`src/rtl/div_iterative_pkg.sv`:
```
// Shared constants and state encoding for the iterative signed divider.
package div_iterative_pkg;

    localparam int unsigned DIV_WIDTH = 32;

    localparam logic [DIV_WIDTH-1:0] MIN_INT = {1'b1, {(DIV_WIDTH-1){1'b0}}};

    typedef enum logic [1:0] {
        IDLE = 2'd0,
        RUN  = 2'd1,
        FIX  = 2'd2,
        DONE = 2'd3
    } div_state_e;

endpackage

```
`src/rtl/div_iterative_negate.sv`:
```
// Two's-complement negation: bitwise invert plus one.
module twos_negate #(
    parameter int unsigned WIDTH = 32
) (
    input  logic [WIDTH-1:0] a_i,
    output logic [WIDTH-1:0] y_o
);

    assign y_o = ~a_i + WIDTH'(1);

endmodule

```
`src/rtl/div_iterative.sv`:
```
// Sequential signed divider: restoring shift-subtract on magnitudes, one
// quotient bit per clock, with the quotient sign applied in a final cycle.
module div_iterative
    import div_iterative_pkg::*;
#(
    parameter int unsigned WIDTH = DIV_WIDTH
) (
    input  logic             clock,
    input  logic             reset,
    input  logic             ctrl_DIV,
    input  logic [WIDTH-1:0] data_operandA,
    input  logic [WIDTH-1:0] data_operandB,
    output logic [WIDTH-1:0] data_result,
    output logic             data_exception,
    output logic             data_resultRDY
);

    localparam int unsigned CNT_W = $clog2(WIDTH) + 1;
    localparam logic [WIDTH-1:0] MIN_VAL = {1'b1, {(WIDTH-1){1'b0}}};

    div_state_e       state_q, state_d;
    logic [CNT_W-1:0] cnt_q, cnt_d;
    logic [WIDTH-1:0] quo_q, quo_d;
    logic [WIDTH-1:0] div_q, div_d;
    logic [WIDTH-1:0] rem_q, rem_d;
    logic             sign_q, sign_d;
    logic             ovf_q, ovf_d;
    logic             zero_q, zero_d;
    logic [WIDTH-1:0] result_q, result_d;
    logic             exc_q, exc_d;
    logic             rdy_q, rdy_d;

    logic [WIDTH-1:0] neg_a, neg_b, neg_q;
    logic [WIDTH-1:0] abs_a, abs_b;
    logic [WIDTH:0]   shifted, trial;

    twos_negate #(.WIDTH(WIDTH)) u_neg_a (.a_i(data_operandA), .y_o(neg_a));
    twos_negate #(.WIDTH(WIDTH)) u_neg_b (.a_i(data_operandB), .y_o(neg_b));
    twos_negate #(.WIDTH(WIDTH)) u_neg_q (.a_i(quo_q),         .y_o(neg_q));

    // Magnitudes are unsigned, so -2^(WIDTH-1) negates to its exact magnitude.
    assign abs_a = data_operandA[WIDTH-1] ? neg_a : data_operandA;
    assign abs_b = data_operandB[WIDTH-1] ? neg_b : data_operandB;

    // Shifted remainder is below 2^WIDTH, so the top bit of trial is its sign.
    assign shifted = {rem_q, quo_q[WIDTH-1]};
    assign trial   = shifted - {1'b0, div_q};

    always_comb begin
        state_d  = state_q;
        cnt_d    = cnt_q;
        quo_d    = quo_q;
        div_d    = div_q;
        rem_d    = rem_q;
        sign_d   = sign_q;
        ovf_d    = ovf_q;
        zero_d   = zero_q;
        result_d = result_q;
        exc_d    = exc_q;
        rdy_d    = 1'b0;

        // A start in any state (re)launches; an aborted run never reaches DONE.
        if (ctrl_DIV) begin
            quo_d  = abs_a;
            div_d  = abs_b;
            rem_d  = '0;
            sign_d = data_operandA[WIDTH-1] ^ data_operandB[WIDTH-1];
            cnt_d  = CNT_W'(WIDTH);
            ovf_d  = (data_operandA == MIN_VAL) && (data_operandB == '1);
            if (data_operandB == '0) begin
                zero_d   = 1'b1;
                result_d = '0;
                exc_d    = 1'b1;
                state_d  = FIX;
            end else begin
                zero_d  = 1'b0;
                state_d = RUN;
            end
        end else begin
            unique case (state_q)
                IDLE: ;
                RUN: begin
                    if (!trial[WIDTH]) begin
                        rem_d = trial[WIDTH-1:0];
                        quo_d = {quo_q[WIDTH-2:0], 1'b1};
                    end else begin
                        rem_d = shifted[WIDTH-1:0];
                        quo_d = {quo_q[WIDTH-2:0], 1'b0};
                    end
                    cnt_d = cnt_q - CNT_W'(1);
                    if (cnt_q == CNT_W'(1)) begin
                        state_d = FIX;
                    end
                end
                FIX: begin
                    if (!zero_q) begin
                        result_d = sign_q ? neg_q : quo_q;
                        exc_d    = ovf_q;
                    end
                    rdy_d   = 1'b1;
                    state_d = DONE;
                end
                DONE: state_d = IDLE;
                default: state_d = IDLE;
            endcase
        end
    end

    always_ff @(posedge clock) begin
        if (reset) begin
            state_q  <= IDLE;
            cnt_q    <= '0;
            quo_q    <= '0;
            div_q    <= '0;
            rem_q    <= '0;
            sign_q   <= 1'b0;
            ovf_q    <= 1'b0;
            zero_q   <= 1'b0;
            result_q <= '0;
            exc_q    <= 1'b0;
            rdy_q    <= 1'b0;
        end else begin
            state_q  <= state_d;
            cnt_q    <= cnt_d;
            quo_q    <= quo_d;
            div_q    <= div_d;
            rem_q    <= rem_d;
            sign_q   <= sign_d;
            ovf_q    <= ovf_d;
            zero_q   <= zero_d;
            result_q <= result_d;
            exc_q    <= exc_d;
            rdy_q    <= rdy_d;
        end
    end

    assign data_result    = result_q;
    assign data_exception = exc_q;
    assign data_resultRDY = rdy_q;

endmodule

```
`config.mk`:
```
export PLATFORM = sky130hd
export DESIGN_NAME = div_iterative
export DESIGN_NICKNAME = d
export VERILOG_FILES = /design/src/rtl/div_iterative_pkg.sv /design/src/rtl/div_iterative_negate.sv /design/src/rtl/div_iterative.sv
export SDC_FILE = /design/constraint.sdc
export NUM_CORES = 1
export LEC_CHECK = 0
export ABC_AREA = 1
export BUFFER_PORTS_ARGS = -buffer_cell sky130_fd_sc_hd__buf_2
export CAP_MARGIN = 10
export CELL_PAD_IN_SITES_DETAIL_PLACEMENT = 1
export CELL_PAD_IN_SITES_GLOBAL_PLACEMENT = 2
export CORE_ASPECT_RATIO = 0.9
export CORE_UTILIZATION = 32
export DETAILED_ROUTE_END_ITERATION = 10
export PLACE_DENSITY_LB_ADDON = 0.2
export SLEW_MARGIN = 30
export SYNTH_ARGS = -nofsm -noshare
export SYNTH_HDL_FRONTEND = slang
export SYNTH_SLANG_ARGS = --single-unit
```
`constraint.sdc`:
```
create_clock -name clock -period 3.1 [get_ports clock]
set_clock_uncertainty 0.2 [all_clocks]
set_input_delay 0.465 -clock clock [delete_from_list [all_inputs] [get_ports clock]]
set_output_delay 0.465 -clock clock [all_outputs]
set_load 0.03 [all_outputs]
```
# After elaboration in Yosys (flattened, before gate mapping)
# Cells that the tools add are included.
# Widths: inputs -> output; s select.
dict set report word_totals {
  register_bits 141
  input_bits 67
  out_inout_bits 34
  wordCells 61
}
dict set report op_classes {
  add_sub_neg 5
  n_eq_ne 9
  mux 23
  bitwise 4
  n_reduce_logical 8
}
# op count
set ops {}
lappend ops {{$mux 32} 10}
lappend ops {{$add 32x1->32 const B} 3}
lappend ops {{$not 32->32} 3}
lappend ops {{$eq 32x32->1 const B} 2}
lappend ops {{$sub 33x32->33} 1}
lappend ops {{$logic_not 32->1} 1}
lappend ops {{$mux 6} 2}
lappend ops {{$mux 1} 7}
lappend ops {{$eq 6x1->1 const B} 1}
lappend ops {{$mux 2} 3}
lappend ops {{$pmux 2 s3} 1}
lappend ops {{$sub 6x1->6 const B} 1}
lappend ops {{$eq 2x2->1 const B} 2}
lappend ops {{$reduce_bool 2->1} 2}
lappend ops {{$reduce_bool 4->1} 1}
lappend ops {{$ne 3x3->1 const B} 1}
lappend ops {{$reduce_and 3->1} 1}
lappend ops {{$eq 2x1->1 const B} 1}
lappend ops {{$ne 2x1->1 const B} 1}
lappend ops {{$ne 2x2->1 const B} 1}
lappend ops {{$reduce_and 2->1} 1}
lappend ops {{$reduce_or 2->1} 1}
lappend ops {{$logic_and 1x1->1} 1}
lappend ops {{$xor 1x1->1} 1}

# Logic depth before layout (Yosys ltp)
dict set report depth {
  word_depth 6
  mapped_depth 19
  ltp_nobuf 18
}

# Hierarchy
# From an unflattened synthesis, not the netlist that was laid out.
dict set report unflattened {
  hier_cells 2135
  area_unflattened_um2 12285.5
}
# mod n_inst cells_per_inst area_per_inst_um2
set by_module_without_submodules {}
lappend by_module_without_submodules {div_iterative 1 1574 9556.7}
lappend by_module_without_submodules {twos_negate 3 187 909.6}

# Worst setup path before layout
# OpenSTA, ideal clock, no wires.
dict set report synth_timing {
  path_kind {register -> register}
  startpoint {register quo_q[31]}
  endpoint {register rem_q[0]}
  setup_time_ns 0.137
  arrival_time_ns 2.052
  setup_slack_ns 0.711
  stages_incl_launch_ff 17
  cell_sequence {dfxtp_1 inv_1 ha_1 fa_1 inv_1 nand2_1 nand2_1 nand3_1 nand2_2 nand2_2 nand2_4 nand2_4 nand3_4 buf_2 nand3_1 nand3_1 a21oi_1}
}
dict set report synth_via {
  elab_chain_len 2
}
# item line_no
set synth_lines {}
lappend synth_lines {{start: declaration} div_iterative.sv:23} ;# logic [WIDTH-1:0] quo_q, quo_d;
lappend synth_lines {{start signal: assignment} div_iterative.sv:125} ;# quo_q <= quo_d;
lappend synth_lines {{$sub 33x32->33} div_iterative.sv:47} ;# assign trial = shifted - {1'b0, div_q};
lappend synth_lines {{$mux 32 *} div_iterative.sv:83} ;# if (!trial[WIDTH]) begin
lappend synth_lines {{end signal: assignment} div_iterative.sv:127} ;# rem_q <= rem_d;
lappend synth_lines {{end: declaration} div_iterative.sv:25} ;# logic [WIDTH-1:0] rem_q, rem_d;
# Every way passes the cells marked *; elsewhere a longest branch is shown, timed or not.
# A chain may end at the register's enable or synchronous reset.

# Final worst setup path
dict set report layout_timing {
  startpoint {register quo_q[31]}
  endpoint {register rem_q[15]}
}
dict set report layout_via {
  elab_chain_len 2
}
# item line_no
set layout_lines {}
lappend layout_lines {{$sub 33x32->33} div_iterative.sv:47}
lappend layout_lines {{$mux 32} div_iterative.sv:83}
# No other way between the ends.

==> PnR_summary.wiki <==
{| class="wikitable"
! Metric !! Value
|-
| Result of the run || completed
|-
| GR Overflow Total || 0
|-
| Max transition margin || 0.4934
|-
| Post-Route WL || 43,010 um
|-
| Post-synth top flop || dfxtp_1
|-
| Vias in the first global route || 11,640
|-
| Cell chain of the critical path || inv_1 -> ha_1 -> fa_1 -> inv_1 -> nand2_1 -> nand2_1 -> nand3_1 -> nand2_2 -> nand2_2 -> nand2_4 -> nand2_4 -> nand3_4 -> nand2_4 -> nand2_1 -> nand3_1 -> a21oi_1
|-
| Synth area leader || dfxtp_1
|-
| Post-Route Setup TNS || 0 ns
|-
| Setup repair after global routing missed its margin || yes
|-
| Antenna violations before repair || 3
|-
| Fraction of final layout cells with drive strength greater than 1 || 0.1160
|-
| Critical path's slowest cell || fa_1
|-
| Max-cap violations || 0
|-
| Number of synthesized register bits || 141
|-
| Avg Inst Size Synth || 5.981 um^2
|-
| Class of the tightest hold or removal check || primary input to register
|-
| Worst path top cell family by delay || simple AND/OR/NAND/NOR gates
|-
| GRT Total Usage || 0.2445
|-
| Measured slew at the worst slew-check pin || 0.7599 ns
|-
| Multi-input gate area || 6897 um^2
|-
| Number of hold violations in the final report || 0
|-
| Width of the die || 198.0 um
|-
| Total area of sequential cells || 2823 um^2
|-
| Area contributors post-synth || dfxtp_1 (26%), nand2_1 (19%), inv_1 (9.1%)
|-
| Synthesized instance count || 1,849
|-
| Number of nets with antenna violations after detailed routing || 0
|-
| TritonCTS clock tree || built
|-
| Top cell type's share of synthesized area || 0.2552
|-
| Wire length per cell after detailed routing || 17.81 um
|-
| Post-synthesis instance area || 11,060 um^2
|-
| Crit path capture type || register
|-
| Final critical-path share of the clock period || 0.9346
|-
| Largest fanout on the critical path || 16
|-
| Global-route wire length before repair || 66,240 um
|-
| Initial core utilization || 0.3250
|-
| Instance area at placement || 12,090 um^2
|-
| Busiest layer in global routing || met1
|-
| Die Ht || 178.4 um
|-
| Sinks on the clock net || 141
|-
| Iteration-0 DRC count of the detailed router || 787
|-
| Number of filler instances in the final layout || 4,557
|-
| Row cnt || 64
|-
| Critical Path Source Type || register
|-
| Maximum count of clock buffers along a single path || 2
|-
| Maximum number of pins on one net before global-route repair || 69
|-
| Number of DRC violations after detailed routing || 0
|-
| Worst Hold Margin || 0.1589 ns
|-
| Achievable Freq || 345.2 MHz
|-
| Proportion of synthesized flip-flops having asynchronous set or reset || 0
|-
| Die Area || 35,310 um^2
|-
| Number of hold-repair buffers added at the cts stage || 0
|-
| DP HPWL || 34,460 um
|-
| CTS root buffer || clkbuf_16
|-
| Yosys warnings || 0
|-
| Clock transition at the registers of the reported paths || 0.07 ns
|-
| Met3 track utilization from global routing || 0.03384
|-
| # setup viols final || 0
|-
| Floorplan core area || 34,030 um^2
|-
| Number of synthesized flops with an enable pin || 0
|-
| Buf/Inv on CP || 2
|-
| Time the final worst path needs with I/O delays and setup || 2.897 ns
|-
| Most frequent cell after synthesis || nand2_1
|-
| IO Port Bufs || 100
|-
| Number of detailed-routing iterations run before antenna repair || 5
|-
| Area growth, synth to finish || 14.91%
|-
| Number of nets in the layout || 2,043
|-
| Vias || 12,090
|-
| Sequential fraction of the synthesis area || 0.2552
|-
| Arrival time of data at the critical path endpoint || 3.06 ns
|-
| Worst VDD drop || 0.0003911 V
|-
| Placer congestion estimate || 0.8795
|-
| Biggest cell delay along the critical path || 0.42 ns
|-
| Unique cell type count in the Yosys netlist || 54
|-
| Top cells by instance count after synthesis || nand2_1 (570), inv_1 (268), nand3_1 (145)
|-
| Met2 routing resource usage after global routing || 0.3518
|-
| Leakage Power || 0.006082 uW
|-
| Power density over the cells || 419.6 nW/um^2
|-
| Met1 usage in global routing || 0.3777
|-
| Mapped Nets || 1,955
|-
| Number of max-slew violations in the final report || 0
|-
| Post-detailed-route via-to-cell ratio || 5.008
|-
| Clock Latency Late Sink || 0.44 ns
|-
| Number of CTS-inserted buffers || 17
|-
| Critical path type || register to register
|-
| Post-layout instance area || 12,710 um^2
|-
| Endpoint required time on the critical path || 3.26 ns
|-
| Ports placed on the boundary || 101
|-
| Max H-tree Level || 4
|}
==> report_power, final <==
group / internal [uW] / total, uW / leakage (uW) / switching [uW]
sequential: 1890 / 1950 / 0.00115 / 63.1
combinational: 369 / 1230 / 0.00464 / 865
clock: 1230 / 2150 / 0.000288 / 919
total: 3490 / 5330 / 0.00608 / 1850
==> metal layers <==
layer  up-vias  wire, um
li1       6073         -
met1      5796     23430
met2       196     17540
met3        25      1596
met4         0       438
met5         -         0
==> logic make-up (layout without fill, tap and decap cells) <==
kind of cell	count (synthesis)	in the layout	share of synthesized area
xor gates and xnor gates	53	53	0.04197
other	0	3	0
adders and majority gates	39	39	0.04480
buffers and inverters	344	443	0.1233
AOI/OAI and AO/OA	283	283	0.1403
and+or+nand+nor	989	990	0.3944
DFF	141	141	0.2552
==> flip-flops by register name, indices dropped and copies added (netlist names) <==
signal	count
cnt_q	6
data_resultRDY	1
data_result	32
div_q	32
rem_q	32
state_q	2
sign_q	1
zero_q	1
data_exception	1
ovf_q	1
quo_q	32
==> layout by cell type, fill, tap and decap left out, types with 25 or more instances in the layout <==
cell      instances
buf_2           100
nand4_1          25
nand2_1         570
o21ai_0          97
buf_4            31
nand3b_1         30
ha_1             38
nand3_1         145
inv_1           268
nor2_1          130
xor2_1           49
a21oi_1         135
dfxtp_1         141
==> per-stage QoR <==
| stage | power (uW) | worst slack, ns | instances | util |
|---|---|---|---|---|
| 4_1_cts | 5359 | 0.2066 | 2410 | 0.3728 |
| 3_5_place_dp | 3213 | 0.1739 | 2379 | 0.3554 |
| 2_1_floorplan | 2763 | 0.7108 | 1849 | - |
| 5_1_grt | 5595 | -0.004013 | 2414 | 0.3734 |
| 3_3_place_gp | 3193 | 0.2801 | 2379 | 0.3554 |
| 6_report | 5333 | 0.2028 | 2414 | 0.3734 |
==> path summary, 6_finish.rpt <==
| check | depth (start not counted) | end | startpoint | slack [ns] |
|---|---|---|---|---|
| max | 16 | rem_q[15] | quo_q[31] | 0.20 |
| min reg2reg | 2 | div_q[26] | div_q[26] | 0.26 |
| max reg2reg | 16 | rem_q[15] | quo_q[31] | 0.20 |
| min | 3 | div_q[1] | data_operandB[1] | 0.16 |
==> tightest hold or removal path: stages <==
cell,delay [ns]
buf_2,0.10
nor2_1,0.05
o22ai_1,0.12
==> cell type report <==
cell class              instances  area share
flip-flops and latches        141      0.2221
inverters                     279     0.08241
multi-input cells            1365      0.5427
clock inverters                12     0.01172
diodes                          3   0.0005907
clock buffers                  19     0.03485
well taps                     462     0.04549
repair buffers                133     0.06016
==> what timing repair did <==
item	in CTS	in global routing
setup endpoints to repair	0	10
resized for setup	0	1
setup buffers	0	0
No activity file was read; power rests on OpenSTA's default activity.
